[src/rtl/hit_tracker_if.sv]
// hit_tracker_if: bundles the per-player hit/tick inputs from the collision
// detector with the colour, lives and game-over outputs of the hit tracker.
interface hit_tracker_if #(
  parameter int NUM_PLAYERS = 2,
  parameter int TIMER_W     = 10,
  parameter int LIVES       = 3,
  parameter int LIFE_W      = $clog2(LIVES + 1)
);
  logic [NUM_PLAYERS-1:0]        hit;
  logic [TIMER_W-1:0]            timer;
  logic [NUM_PLAYERS-1:0]        red;
  logic [NUM_PLAYERS-1:0]        hit_ack;
  logic [NUM_PLAYERS*LIFE_W-1:0] lives;
  logic [NUM_PLAYERS-1:0]        dead;
  logic                          game_over;

  // Collision detector / game logic side
  modport master (
    output hit, timer,
    input  red, hit_ack, lives, dead, game_over
  );

  // Hit tracker side
  modport slave (
    input  hit, timer,
    output red, hit_ack, lives, dead, game_over
  );
endinterface

[src/rtl/hit_tracker.sv]
// hit_tracker: per-player hit flash / invulnerability window, lives counter
// and dead flag for NUM_PLAYERS independent channels, plus a registered
// game-over flag raised once at most one player is still alive.
// Optional macro HIT_TRACKER_BLINK_EN: the hit colour blinks with timer[1]
// during the window instead of being held steady.
module hit_tracker #(
  parameter int NUM_PLAYERS = 2,
  parameter int TIMER_W     = 10,
  parameter int RED_TICKS   = 8,
  parameter int LIVES       = 3,
  parameter int RETRIGGER   = 1,
  localparam int LIFE_W     = $clog2(LIVES + 1)
) (
  input  logic           Clk,
  input  logic           Reset,
  hit_tracker_if.slave   bus_io
);

  localparam int CNT_W = $clog2(NUM_PLAYERS + 1);
  localparam logic [TIMER_W-1:0] RED_LEN    = TIMER_W'(RED_TICKS);
  localparam logic [LIFE_W-1:0]  LIVES_INIT = LIFE_W'(LIVES);

  typedef enum logic [1:0] {IDLE, RED, DEAD} state_e;

  state_e                 state_q  [NUM_PLAYERS];
  logic [TIMER_W-1:0]     start_q  [NUM_PLAYERS];
  logic [LIFE_W-1:0]      lives_q  [NUM_PLAYERS];
  logic [NUM_PLAYERS-1:0] red_q;
  logic [NUM_PLAYERS-1:0] hitAck_q;
  logic [NUM_PLAYERS-1:0] dead_q;
  logic                   gameOver_q;

  logic [TIMER_W-1:0]     elapsed_d  [NUM_PLAYERS];
  logic [LIFE_W-1:0]      livesDec_d [NUM_PLAYERS];
  logic [NUM_PLAYERS-1:0] expire_d;
  logic [NUM_PLAYERS-1:0] accept_d;
  logic [CNT_W-1:0]       aliveCount_d;
  logic                   blinkPhase_d;

  // Colour phase while inside the window: steady, or blinking on timer[1]
`ifdef HIT_TRACKER_BLINK_EN
  assign blinkPhase_d = bus_io.timer[1];
`else
  assign blinkPhase_d = 1'b1;
`endif

  // Window expiry (modular elapsed time) and hit acceptance per channel
  always_comb begin
    elapsed_d  = '{default: '0};
    livesDec_d = '{default: '0};
    expire_d   = '0;
    accept_d   = '0;
    for (int i = 0; i < NUM_PLAYERS; i++) begin
      elapsed_d[i]  = bus_io.timer - start_q[i];
      expire_d[i]   = (state_q[i] == RED) && (elapsed_d[i] >= RED_LEN);
      livesDec_d[i] = (lives_q[i] != '0) ? (lives_q[i] - LIFE_W'(1)) : '0;
      accept_d[i]   = bus_io.hit[i] &&
                      ((state_q[i] == IDLE) ||
                       ((state_q[i] == RED) && ((RETRIGGER != 0) || expire_d[i])));
    end
  end

  // Number of players still alive, from the registered dead flags
  always_comb begin
    aliveCount_d = '0;
    for (int i = 0; i < NUM_PLAYERS; i++) begin
      aliveCount_d = aliveCount_d + CNT_W'(!dead_q[i]);
    end
  end

  // Per-channel IDLE/RED/DEAD state machines with registered outputs
  always_ff @(posedge Clk) begin
    if (Reset) begin
      for (int i = 0; i < NUM_PLAYERS; i++) begin
        state_q[i] <= IDLE;
        start_q[i] <= '0;
        lives_q[i] <= LIVES_INIT;
      end
      red_q      <= '0;
      hitAck_q   <= '0;
      dead_q     <= '0;
      gameOver_q <= 1'b0;
    end else begin
      gameOver_q <= (NUM_PLAYERS >= 2) && (aliveCount_d <= CNT_W'(1));
      for (int i = 0; i < NUM_PLAYERS; i++) begin
        hitAck_q[i] <= accept_d[i];
        unique case (state_q[i])
          IDLE, RED: begin
            if (accept_d[i]) begin
              lives_q[i] <= livesDec_d[i];
              if (livesDec_d[i] == '0) begin
                state_q[i] <= DEAD;
                red_q[i]   <= 1'b0;
                dead_q[i]  <= 1'b1;
              end else begin
                state_q[i] <= RED;
                start_q[i] <= bus_io.timer;
                red_q[i]   <= blinkPhase_d;
              end
            end else if (expire_d[i]) begin
              state_q[i] <= IDLE;
              red_q[i]   <= 1'b0;
            end else if (state_q[i] == RED) begin
              red_q[i] <= blinkPhase_d;
            end else begin
              red_q[i] <= 1'b0;
            end
          end
          DEAD: begin
            red_q[i]   <= 1'b0;
            dead_q[i]  <= 1'b1;
            lives_q[i] <= '0;
          end
          default: begin
            state_q[i] <= IDLE;
            red_q[i]   <= 1'b0;
          end
        endcase
      end
    end
  end

  assign bus_io.red       = red_q;
  assign bus_io.hit_ack   = hitAck_q;
  assign bus_io.dead      = dead_q;
  assign bus_io.game_over = gameOver_q;

  for (genvar g = 0; g < NUM_PLAYERS; g++) begin : g_lives
    assign bus_io.lives[g*LIFE_W +: LIFE_W] = lives_q[g];
  end

endmodule

[src/flat_wrapper.sv]
// flat-port wrapper written by rule: the top's interface ports become plain ports
module hit_tracker_flat 
#(
  parameter int NUM_PLAYERS = 2,
  parameter int TIMER_W     = 10,
  parameter int RED_TICKS   = 8,
  parameter int LIVES       = 3,
  parameter int RETRIGGER   = 1,
  localparam int LIFE_W     = $clog2(LIVES + 1)
)
  (Clk, Reset, bus_io_hit, bus_io_timer, bus_io_red, bus_io_hit_ack, bus_io_lives, bus_io_dead, bus_io_game_over);
  hit_tracker_if #(.NUM_PLAYERS(NUM_PLAYERS), .TIMER_W(TIMER_W), .LIVES(LIVES)) bus_io_i ();
  input  logic Clk;
  input  logic Reset;
  input wire logic [$bits(bus_io_i.hit)-1:0] bus_io_hit;
  input wire logic [$bits(bus_io_i.timer)-1:0] bus_io_timer;
  output wire logic [$bits(bus_io_i.red)-1:0] bus_io_red;
  output wire logic [$bits(bus_io_i.hit_ack)-1:0] bus_io_hit_ack;
  output wire logic [$bits(bus_io_i.lives)-1:0] bus_io_lives;
  output wire logic [$bits(bus_io_i.dead)-1:0] bus_io_dead;
  output wire logic [$bits(bus_io_i.game_over)-1:0] bus_io_game_over;
  assign bus_io_i.hit = bus_io_hit;
  assign bus_io_i.timer = bus_io_timer;
  assign bus_io_red = bus_io_i.red;
  assign bus_io_hit_ack = bus_io_i.hit_ack;
  assign bus_io_lives = bus_io_i.lives;
  assign bus_io_dead = bus_io_i.dead;
  assign bus_io_game_over = bus_io_i.game_over;
  hit_tracker #(.NUM_PLAYERS(NUM_PLAYERS), .TIMER_W(TIMER_W), .RED_TICKS(RED_TICKS), .LIVES(LIVES), .RETRIGGER(RETRIGGER)) u_core (.Clk(Clk), .Reset(Reset), .bus_io(bus_io_i));
endmodule
[config.mk]
export PLATFORM = sky130hd
export DESIGN_NAME = hit_tracker_flat
export DESIGN_NICKNAME = d
export VERILOG_FILES = /design/src/rtl/hit_tracker_if.sv /design/src/rtl/hit_tracker.sv /design/src/flat_wrapper.sv
export SDC_FILE = /design/constraint.sdc
export NUM_CORES = 1
export LEC_CHECK = 0
export ABC_AREA = 0
export BUFFER_PORTS_ARGS = -buffer_cell sky130_fd_sc_hd__buf_2
export CAP_MARGIN = 0
export CORE_MARGIN = 3
export CORE_UTILIZATION = 58
export DETAILED_ROUTE_END_ITERATION = 12
export PLACE_DENSITY = 0.79
export SYNTH_ARGS = -nofsm -noshare
export SYNTH_HDL_FRONTEND = slang
export SYNTH_SLANG_ARGS = --single-unit
export TNS_END_PERCENT = 10
[constraint.sdc]
create_clock -name Clk -period 3.5 [get_ports Clk]
set_input_delay 0.7 -clock Clk [delete_from_list [all_inputs] [get_ports Clk]]
set_output_delay 0.7 -clock Clk [all_outputs]
set_load 0.01 [all_outputs]
* Word-level counts from Yosys, hierarchy flattened
Memories as Yosys holds them, arrays and structs flattened.
Cells that the tools add are included.
** Cells by class
- Add/subtract/negate cells :: 5
- Reduce and logical (&&, ||, !) cells :: 24
- Order comparisons :: 3
- Equality and inequality tests :: 8
- Muxes and demuxes :: 80
- Bitwise operators :: 16
** Operators with widths (number)
- 2-to-1 mux 1 bit :: 62
- 2-to-1 mux 2 bit :: 14
- >= comparator 10 x 4 -> 1 bit (second input constant) :: 2
- 2-to-1 mux 10 bit :: 2
- subtractor 10 bit :: 2
- OR 1 bit :: 14
- zero test 2 bit :: 4
- inequality test 2 x 1 -> 1 bit (second input constant) :: 4
- nonzero test 2 bit :: 4
- OR reduction 2 bit :: 4
- AND reduction 3 bit :: 2
- OR reduction 3 bit :: 2
- == test 2 x 1 -> 1 bit (second input constant) :: 2
- == test 2 bit (second input constant) :: 2
- logical AND 1 bit :: 4
- one-hot mux 1 bit (2 select lines) :: 2
- subtractor 2 x 1 -> 2 bit (second input constant) :: 2
- adder 1 x 1 -> 2 bit :: 1
- less-or-equal comparator 2 x 1 -> 1 bit (second input constant) :: 1
- zero test 1 bit :: 2
- logical OR 1 bit :: 2
- NOT 1 bit :: 2
** Storage, ports and cells
- Input port bits :: 14
- Bits in writable memories :: 28
- Memories :: 3
- Register bits :: 7
** Memories
- u_core.start_q :: depth 2, bits a word 10, rd ports 2, clocked after memory_dff 0, wr ports 2, RTL line hit_tracker.sv:26 : logic [TIMER_W-1:0] start_q [NUM_PLAYERS];
- u_core.lives_q :: depth 2, bits a word 2, rd ports 2, clocked after memory_dff 0, wr ports 2, RTL line hit_tracker.sv:27 : logic [LIFE_W-1:0] lives_q [NUM_PLAYERS];
- u_core.state_q :: depth 2, bits a word 2, rd ports 2, clocked after memory_dff 0, wr ports 2, RTL line hit_tracker.sv:25 : state_e state_q [NUM_PLAYERS];

* Depth between registers and ports, before layout
Gate-level depths: netlist of run 1.
An unclocked memory read counts as a cell.
- Depth after elaboration :: 13
- Depth in mapped cells :: 10
- Depth with buffers taken out :: 10

* Worst setup path after synthesis of run 1
No wires, ideal clock.
- Kind :: input -> register
- Start point :: in bus_io_timer[0]
- End point :: mem u_core.state_q[0][1] in the netlist's numbering, data pin
- Slack :: 0.725 ns
- Buffers on the path :: 0
- Cell stages on the path :: 10
- Data arrival time :: 2.606 ns
- Cell sequence :: inv_1 ha_1 inv_1 fa_1 a211oi_2 xor2_1 o2bb2ai_1 o221ai_1 or3_1 a311oi_2
** RTL lines
- start, declared :: RTL line flat_wrapper.sv:16 : input wire logic [$bits(bus_io_i.timer)-1:0] bus_io_timer;
- end, declared :: RTL line hit_tracker.sv:25

==> results of run 1 <==
## metrics by stage
stage               hold slack, ns  power, uW
global placement            0.4676      850.4
CTS                         0.4868       1240
detailed placement          0.4774      859.7
global route                0.5083       1308
floorplan                   0.4816      780.7
finish                      0.4815       1236
## placed cells by master, fill, tap and decap left out, types with 4 or more instances in the layout
cell	instances
nor2b_1	15
nand2b_1	5
nand3_1	6
o21ai_0	6
buf_2	24
ha_1	18
xnor2_1	5
nand2_1	10
inv_1	28
edfxtp_1	25
clkbuf_8	6
nor3_1	4
dfxtp_1	10
a21oi_1	10
nor2_1	20
## metal layers
layer | track usage | part of all wire | vias to the layer above
met4 | 0.09620 | 0.013 | 0
met5 | 0 | 0 | -
li1 | - | - | 836
met2 | 0.3252 | 0.46 | 37
met3 | 0.04493 | 0.044 | 5
met1 | 0.3040 | 0.48 | 780
## cells by family (layout without fill, tap and decap cells)
family | count (synthesis) | after routing | synth area share
buf+inv | 31 | 60 | 0.05709
compound gates | 49 | 49 | 0.1690
xor+xnor | 8 | 8 | 0.03230
fa+ha+maj | 20 | 20 | 0.1223
flops | 35 | 35 | 0.4383
simple gates | 72 | 72 | 0.1713
mux | 2 | 2 | 0.009804
## worst max-delay path: stages
cell	delay, ns
buf_2	0.09
inv_1	0.08
ha_1	0.18
inv_1	0.06
fa_1	0.39
a211oi_2	0.25
xor2_1	0.17
o2bb2ai_1	0.13
o221ai_1	0.15
or3_1	0.41
a311oi_2	0.27
## area by class of cell
class                      instances  area, um^2  area share
clock buffer                       6       82.58     0.03376
inverter                          28       105.1     0.04297
clock inverter                     2       35.03     0.01432
tap                               46       57.56     0.02353
multi-input combinational        151        1095      0.4476
sequential                        35       950.9      0.3887
timing repair buffer              24       120.1     0.04910
## worst max path at each step
stage / to / cells past startpoint / startpoint
2_1_floorplan: u_core.state_q[0][1]$_SDFFCE_PP0P_ / 10 / bus_io_timer[0]
3_3_place_gp: u_core.state_q[0][1]$_SDFFCE_PP0P_ / 11 / bus_io_timer[0]
3_5_place_dp: u_core.state_q[0][1]$_SDFFCE_PP0P_ / 11 / bus_io_timer[0]
4_1_cts: u_core.state_q[0][1]$_SDFFCE_PP0P_ / 11 / bus_io_timer[0]
5_1_grt: u_core.state_q[0][1]$_SDFFCE_PP0P_ / 11 / bus_io_timer[0]
6_report: u_core.state_q[0][1]$_SDFFCE_PP0P_ / 11 / bus_io_timer[0]
## power by group through the flow
| stage | combinational [uW] | clock, uW | sequential (uW) |
|---|---|---|---|
| floorplan | 245 | 0 | 536 |
| global placement | 317 | 0 | 533 |
| detailed placement | 324 | 0 | 535 |
| CTS | 328 | 385 | 527 |
| global route | 373 | 403 | 532 |
| finish | 331 | 378 | 527 |
## registers in the layout, summed over array words and instances (netlist names)
name,count
u_core.start_q,20
u_core.lives_q,4
u_core.state_q,4
u_core.bus_io.dead,2
u_core.bus_io.hit_ack,2
u_core.bus_io.red,2
u_core.bus_io.game_over,1
==> results by group, run 1 <==
Synth
  – Post-synth top cells: inv_1, edfxtp_1, nor2_1
  – Mean Syn Cell Area: 9.998 um^2
  – Synth area leader: edfxtp_1
  – Synthesized area: approximately 2200 um^2
  – Netlist cell types: between 40 and 50
  – Post-synth EDFFs: 25
  – Most frequent cell after synthesis: inv_1
  – Yosys reg bits: 35
  – Syn. warnings: 0
  – Register area share after synthesis: 0.4383
  – Post-Synthesis Cells: 217
  – Syn Nets: approximately 250
  – Top cells by area, synth: edfxtp_1, ha_1, dfxtp_1, inv_1, nor2b_1
  – FFs w/ async S/R, synth: 0
  – Primary FF master, synth: edfxtp_1
  – Top cell type's share of synthesized area: 0.3460

Power and ir drop
  – Max rail drop VDD: ~0.00028 V
  – Share of total power in sequential cells: 0.427
  – Pint: roughly 870 uW
  – Leak Pwr: ~0.0010 uW
  – Gate power share: 0.268
  – Psw: roughly 370 uW
  – PD cells: a little over 500 nW/um^2
  – Switching share of power: 0.2966
  – Clk network pwr share: 0.306

Layout
  – Synth-to-layout area growth: 12.75%
  – Final Util: 0.7053
  – Post-route cell area: ~2400 um^2
  – Fin nets: about 280
  – Final Non-Filler Cells: 292
  – Layout cells sized above 1: 0.1504
  – # diodes: 0
  – Filler cells: roughly 270

Route
  – Detail Route Antenna Nets: 0
  – WL final: about 4300 um
  – Per-cell routed wire length: approximately 15 um
  – Via count: approximately 1.7k
  – Vias per cell: ~5.7
  – Iteration-0 DRC Markers: around 100
  – First drt pass iteration count: 4
  – # DRC: 0

Placed design
  – DP Area: 2328 um^2
  – IO buf count: 24
  – Pre-CTS WS: 0.4128 ns
  – GPL Wtd Cong: slightly above 0.8
  – Final HPWL DP: between 3000 and 4000 um
  – Dpl cells: 284

Run
  – Max-cap violations: 0

Die
  – Die ar.: around 4500 um^2
  – Die height: 67.16 um
  – Ports: 25
  – Starting Density: 0.6255
  – Core ar.: about 3500 um^2
  – Number of cell rows: 21
  – Die Wd: approximately 67 um

Timing
  – Fin. max-slew vios: 0
  – Worst-margin pin slew: a little under 0.7 ns
  – Final WS setup: a little over 0.7 ns
  – Endpoints failing setup: 0
  – Setup_tns: 0 ns
  – RSZ-0062 raised after global routing: false
  – Final worst path period share: 0.7936
  – Relative slew slack: 0.5389
  – Highest clock rate: about 360 MHz
  – Max Clock Skew: around 0.0056 ns
  – Fin crit period: about 2.8 ns
  – Hold Vio Cnt, Final: 0

Min path
  – Hold/Removal Path Class: reg -> reg
  – Hold path start: u_core.bus_io.dead[1]$_SDFFE_PP0P_
  – Min-Delay Endpoint: u_core.bus_io.dead[1]$_SDFFE_PP0P_
  – Hold path cells: 2

Setup path
  – Max FO, Critical Path: 3
  – Worst Setup End Kind: flop
  – Critical Path AT: 2.88 ns
  – Setup slack, reg-to-reg: roughly 0.99 ns
  – Reg2Reg Depth: 9
  – Reg-to-reg critical path startpoint: u_core.start_q[0][0]$_DFFE_PP_
  – RR Endpoint: u_core.state_q[0][1]$_SDFFCE_PP0P_
  – Crit start category: primary input
  – CP required: around 3.6 ns
  – Kind of critical path: in -> reg

Global routing
  – Pin count of the biggest net entering global routing: 21
  – GRT Total Usage: 0.2172
  – Antenna violations before repair: 0
  – Wire length of the first global-routing pass: a little over 7000 um
  – GRT overflow: 0
  – Vias in the first global route: 1541

Outcome
  – Status: completed

CTS
  – CTS tree: done
  – CTS Hold Bufs: 0
  – Total CTS buffers: 5
  – Number of H-tree levels: 2
  – TritonCTS Sinks: 35
  – Post-CTS Setup Bufs: 0
  – Root Buffer: clkbuf_8
  – Clock slew at reported path FFs: ~0.07 ns
  – PostCTS Resize Cnt: 0
  – Worst-Skew Late Latency: around 0.29 ns
  – CTS max path bufs: 2
No activity file was read; power rests on OpenSTA's default activity.
==> run 2, diff against run 1 <==
==> constraint.sdc (replaced) <==
create_clock -name Clk -period 2.7 [get_ports Clk]
set_input_delay 0.54 -clock Clk [delete_from_list [all_inputs] [get_ports Clk]]
set_output_delay 0.54 -clock Clk [all_outputs]
set_load 0.01 [all_outputs]
==> run 2 against run 1 <==
Against the previous run: first-iteration DRC count is 55% higher; global-route usage hardly changed; die area stayed put; count of clock-buffer cells in the layout is 1 lower; sequential cell count stayed put; setup slack worse by 0.55 ns; register-to-register slack worse by 0.74 ns; total power is 28% higher; final area is 0.41% higher; clock skew is 0.0048 ns higher.
==> results by group, run 2 (synthesis results as in run 1) <==
Timing
  – Max Clock Skew: 0.01041 ns (+0.004819 ns)
  – Highest clock rate: about 400 MHz
  – Hold Vio Cnt, Final: 0 (unchanged)
  – Endpoints failing setup: 0 (unchanged)
  – Fin. max-slew vios: 0 (unchanged)
  – RSZ-0062 raised after global routing: false
  – Final WS setup: 0.1739 ns (-0.5485 ns)
  – Relative slew slack: 0.5686 (+0.02970)
  – Final worst path period share: 0.9356
  – Worst-margin pin slew: 0.6447 ns (-0.04438 ns)
  – Fin crit period: 2.526 ns

Layout
  – Max FFs per register: 20 (unchanged)
  – # diodes: 0 (unchanged)
  – Final Non-Filler Cells: 294 (+0.68%)
  – Most frequent cells in the layout: inv_1, edfxtp_1, buf_2
  – Regs by FF count: u_core.start_q x20, u_core.lives_q x4, u_core.state_q x4
  – Final Util: 0.7082 (+0.002886)
  – Layout cells sized above 1: 0.1573 (+0.006852)
  – Fin nets: 281 (+0.72%)
  – Commonest non-fill, non-tap cell in the layout: inv_1
  – Most flops, register: u_core.start_q
  – Synth-to-layout area growth: 13.21%

Placed design
  – Final HPWL DP: 3249 um (+0.45%)
  – GPL Wtd Cong: 0.8767 (+5.8%)
  – Dpl cells: 286 (+0.70%)
  – IO buf count: 24 (unchanged)
  – Pre-CTS WS: -0.1721 ns (-0.5849 ns)

CTS
  – Post-CTS Setup Bufs: 0 (unchanged)
  – CTS Hold Bufs: 0 (unchanged)
  – PostCTS Resize Cnt: 0 (unchanged)
  – Number of H-tree levels: 2 (unchanged)
  – Root Buffer: clkbuf_8
  – Clock slew at reported path FFs: 0.08 ns (about the same)
  – CTS max path bufs: 2 (unchanged)
  – CTS tree: done
  – Worst-Skew Late Latency: 0.29 ns (about the same)
  – TritonCTS Sinks: 35 (unchanged)
  – Total CTS buffers: 5 (unchanged)

Global routing
  – GRT overflow: 0 (unchanged)
  – Wire length of the first global-routing pass: 7169 um (-0.76%)
  – Antenna violations before repair: 0 (unchanged)
  – Vias in the first global route: 1571 (+1.9%)
  – Pin count of the biggest net entering global routing: 21 (unchanged)
  – GRT Total Usage: 0.2173 (about the same)

Min path
  – Hold/Removal Path Class: reg -> reg

Route
  – Detail Route Antenna Nets: 0 (unchanged)
  – Per-cell routed wire length: 14.58 um (-2.0%)
  – Via count: 1691 (+2.0%)
  – First drt pass iteration count: 4 (unchanged)
  – Vias per cell: 5.752 (+1.3%)
  – # DRC: 0 (unchanged)
  – WL final: 4287 um (-1.3%)
  – Iteration-0 DRC Markers: 157 (+55%)

Power and ir drop
  – Leak Pwr: 0.001041 uW (+0.67%)
  – Total power: 1587 uW (+28%)
  – Max rail drop VDD: 0.0004025 V (+43%)
  – PD cells: 646.1 nW/um^2 (+28%)

Outcome
  – Status: completed

Setup path
  – Crit start category: primary input
  – Critical Path AT: 2.65 ns (-0.23 ns)
  – CP required: 2.83 ns (-0.78 ns)
  – Worst Setup End Kind: flop
  – Kind of critical path: in -> reg
  – Max FO, Critical Path: 2 (-1)

Die
  – Die Wd: 67.16 um (unchanged)
  – Number of cell rows: 21 (unchanged)
  – Core ar.: 3468 um^2 (unchanged)
  – Starting Density: 0.6255 (unchanged)
  – Ports: 25 (unchanged)
  – Die height: 67.16 um (unchanged)
  – Die ar.: 4510 um^2 (unchanged)

Run
  – Max-cap violations: 0 (unchanged)
## run 2: critical path, stage by stage
cell	delay [ns]
buf_2	0.09
inv_1	0.06
ha_1	0.16
inv_1	0.05
fa_1	0.39
a211oi_2	0.23
xor2_1	0.19
o2bb2ai_1	0.14
o221ai_1	0.15
or3_1	0.40
a311oi_2	0.24
## run 2: stage by stage
step / hold WS [ns] / setup TNS (ns) / area [um^2]
final: 0.4877 / 0 / 2456
after global routing: 0.4895 / 0 / 2456
after CTS: 0.4848 / 0 / 2456
after detailed placement: 0.4710 / -0.3441 / 2344
after global placement: 0.4686 / -0.07882 / 2344
after floorplan: 0.4816 / 0 / 2170
## run 2: layer usage
metal | part of all wire | global-route usage | vias to the layer above
met2 | 0.46 | 0.3325 | 42
met4 | 0.016 | 0.08354 | 0
met1 | 0.48 | 0.2966 | 796
met3 | 0.043 | 0.05491 | 6
li1 | - | - | 847
met5 | 0 | 0 | -
## run 2: where the power goes
| group | internal (uW) | switching [uW] | leakage, uW |
|---|---|---|---|
| Combinational | 181 | 248 | 0.000634 |
| Clock | 275 | 201 | 0.0000581 |
| Sequential | 649 | 32.8 | 0.000349 |
## run 2: layout make-up
class,instances,area [um^2]
tap,46,57.56
multi-input combinational,151,1095
clock inverter,3,43.79
sequential,35,950.9
fill,273,1012
timing repair buffer,26,135.1
inverter,28,105.1
clock buffer,5,68.82
## run 2: worst paths after layout
path,end,from,slack (ns),cells after the start
hold reg to reg,u_core.bus_io.game_over$_SDFF_PP0_,u_core.bus_io.dead[0]$_SDFFE_PP0P_,0.49,2
setup reg to reg,u_core.state_q[0][1]$_SDFFCE_PP0P_,u_core.start_q[0][0]$_DFFE_PP_,0.25,9
setup / recovery,u_core.state_q[0][1]$_SDFFCE_PP0P_,bus_io_timer[0],0.17,11
hold / removal,u_core.bus_io.game_over$_SDFF_PP0_,u_core.bus_io.dead[0]$_SDFFE_PP0P_,0.49,2
==> run 3, diff against run 2 <==
--- a/config.mk
+++ b/config.mk
@@ -9,9 +9,10 @@
 export BUFFER_PORTS_ARGS = -buffer_cell sky130_fd_sc_hd__buf_2
 export CAP_MARGIN = 0
 export CORE_MARGIN = 3
-export CORE_UTILIZATION = 58
+export CORE_UTILIZATION = 52
 export DETAILED_ROUTE_END_ITERATION = 12
-export PLACE_DENSITY = 0.79
+export PLACE_DENSITY = 0.75
+export SETUP_SLACK_MARGIN = 0.02
 export SYNTH_ARGS = -nofsm -noshare
 export SYNTH_HDL_FRONTEND = slang
 export SYNTH_SLANG_ARGS = --single-unit
==> constraint.sdc (replaced) <==
create_clock -name Clk -period 2.1 [get_ports Clk]
set_input_delay 0.42 -clock Clk [delete_from_list [all_inputs] [get_ports Clk]]
set_output_delay 0.42 -clock Clk [all_outputs]
set_load 0.01 [all_outputs]
==> run 3 against run 2 <==
Against the previous run: the flow now finishes with violations (negative setup slack); critical path type is now reg -> reg; total power grew 32%; sequential share of layout area down 3.6 points; sequential cell count did not move; global-route usage is 1.4 points lower.
==> results by group, run 3 (synthesis results as in run 1) <==
Setup path
  – CP required: 2.22 ns (-0.61 ns)
  – Crit start category: flop
  – Max FO, Critical Path: 2 (unchanged)
  – Kind of critical path: reg -> reg
  – Reg2Reg Depth: 9 (unchanged)
  – Worst Setup End Kind: flop
  – Critical Path AT: 2.46 ns (-0.19 ns)

Timing
  – Fin crit period: about 2.3 ns
  – Setup_tns: -0.9596 ns (-0.9596 ns)
  – Fin. max-slew vios: 0 (unchanged)
  – Relative slew slack: 0.6529 (+0.08425)
  – Endpoints failing setup: 6 (+6)
  – RSZ-0062 raised after global routing: true
  – Final WS setup: -0.2392 ns (-0.4131 ns)
  – Highest clock rate: 427.5 MHz
  – Hold Vio Cnt, Final: 0 (unchanged)
  – Max Clock Skew: 0.01192 ns (+0.001504 ns)
  – Final worst path period share: 1.114
  – Worst-margin pin slew: 0.5201 ns (-0.1246 ns)

Global routing
  – Met1 GRT Util: 0.2675 (-0.02906)
  – Wire length of the first global-routing pass: 7955 um (+11%)
  – Pin count of the biggest net entering global routing: 14 (-33%)
  – Vias in the first global route: 1714 (+9.1%)
  – Antenna violations before repair: 0 (unchanged)
  – GRT Max-Usage Layer: met2
  – GRT overflow: 0 (unchanged)
  – GRT Total Usage: 0.2031 (-0.01423)
  – Met3 usage: 0.05398 (-0.0009312)
  – GR Layer Usage met2: 0.3274 (-0.005073)

Power and ir drop
  – Total power: 2092 uW (+32%)
  – Max rail drop VDD: 0.0006369 V (+58%)
  – PD cells: 772.6 nW/um^2 (+20%)
  – Leak Pwr: 0.001155 uW (+11%)

Route
  – Iteration-0 DRC Markers: 135 (-14%)
  – Vias per cell: 5.497 (-4.4%)
  – Detail Route Antenna Nets: 0 (unchanged)
  – Via count: 1748 (+3.4%)
  – # DRC: 0 (unchanged)
  – Per-cell routed wire length: 15.14 um (+3.8%)
  – First drt pass iteration count: 4 (unchanged)
  – WL final: 4814 um (+12%)

Placed design
  – GPL Wtd Cong: 0.8548 (-2.5%)
  – Final HPWL DP: 3628 um (+12%)
  – Dpl cells: 309 (+8.0%)
  – DP Area: 2547 um^2 (+8.7%)
  – IO buf count: 24 (unchanged)

CTS
  – Root Buffer: clkbuf_8
  – Number of H-tree levels: 2 (unchanged)
  – CTS max path bufs: 2 (unchanged)
  – Clock slew at reported path FFs: 0.07 ns (about the same)
  – CTS Hold Bufs: 0 (unchanged)
  – Worst-Skew Late Latency: 0.29 ns (about the same)
  – TritonCTS Sinks: 35 (unchanged)
  – Total CTS buffers: 5 (unchanged)
  – CTS tree: done

Layout
  – Final Non-Filler Cells: 318 (+8.2%)
  – Synth-to-layout area growth: 24.80%
  – # diodes: 0 (unchanged)
  – Post-route cell area: 2708 um^2 (+10%)
  – Most frequent cells in the layout: inv_1, edfxtp_1, buf_2
  – Commonest non-fill, non-tap cell in the layout: inv_1
  – Regs by FF count: u_core.start_q x20, u_core.lives_q x4, u_core.state_q x4
  – Fin nets: 303 (+7.8%)
  – Max FFs per register: 20 (unchanged)
  – Layout cells sized above 1: 0.2741 (+0.1168)
  – Most flops, register: u_core.start_q

Min path
  – Hold path cells: 3 (+1)
  – Hold/Removal Path Class: in -> reg

Die
  – Core ar.: 3826 um^2 (+10%)
  – Ports: 25 (unchanged)
  – Die Wd: 70.60 um (+5.1%)
  – Die ar.: 4984 um^2 (+10%)
  – Die height: 70.60 um (+5.1%)
  – Starting Density: 0.5670 (-0.05850)
  – Number of cell rows: 22 (+4.8%)

Run
  – Max-cap violations: 0 (unchanged)

Outcome
  – Status: complete, but fails checks
  – Failing checks: negative setup slack
## run 3: critical path: stages, from the launching register on
cell and delay [ns]:
edfxtp_1 0.36, ha_4 0.15, inv_2 0.04, fa_2 0.36, a211oi_2 0.24, xor2_1 0.16, o2bb2ai_1 0.16, o221ai_2 0.13
or3_4 0.38, a311oi_2 0.19
## run 3: final timing paths
| check | start | endpoint | slack (ns) |
|---|---|---|---|
| setup / recovery | u_core.start_q[0][0]$_DFFE_PP_ | u_core.state_q[0][1]$_SDFFCE_PP0P_ | -0.24 |
| hold / removal | bus_io_hit[0] | u_core.bus_io.hit_ack[0]$_SDFF_PP0_ | 0.42 |
| setup reg to reg | u_core.start_q[0][0]$_DFFE_PP_ | u_core.state_q[0][1]$_SDFFCE_PP0P_ | -0.24 |
| hold reg to reg | u_core.bus_io.dead[1]$_SDFFE_PP0P_ | u_core.bus_io.dead[1]$_SDFFE_PP0P_ | 0.47 |
## run 3: cell type report
| cell class | instances | area [um^2] |
|---|---|---|
| Tap cell | 48 | 60.06 |
| Multi-Input combinational cell | 151 | 1166 |
| Sequential cell | 35 | 950.9 |
| Fill cell | 296 | 1119 |
| Clock buffer | 8 | 100.1 |
| Timing Repair Buffer | 48 | 312.8 |
| Inverter | 28 | 117.6 |
## run 3: repair_timing
item	in CTS	in global routing
pin swaps	5	5
endpoints found under the setup margin	6	26
buffers inserted	0	1
gates resized for setup	6	5
## run 3: metrics by stage
step / setup WS (ns) / utilization / hold slack (ns)
global route: -0.3274 / 0.7077 / 0.4409
finish: -0.2392 / 0.7077 / 0.4234
floorplan: -0.1799 / - / 0.4816
detailed placement: -0.5200 / 0.6658 / 0.4589
global placement: -0.4385 / 0.6658 / 0.4483
CTS: -0.2400 / 0.6992 / 0.4227
## run 3: per-layer routing
metal / up-vias / part of all wire
met1: 817 / 0.43
met3: 8 / 0.053
met5: - / 0
met2: 37 / 0.50
met4: 0 / 0.017
li1: 886 / -
## run 3: power breakdown
part | switching [uW] | leakage [uW] | internal [uW] | total [uW]
Clock | 230 | 0.0000515 | 299 | 529
Combinational | 372 | 0.000754 | 312 | 684
Sequential | 42.9 | 0.000349 | 835 | 878
Total | 645 | 0.00115 | 1450 | 2090
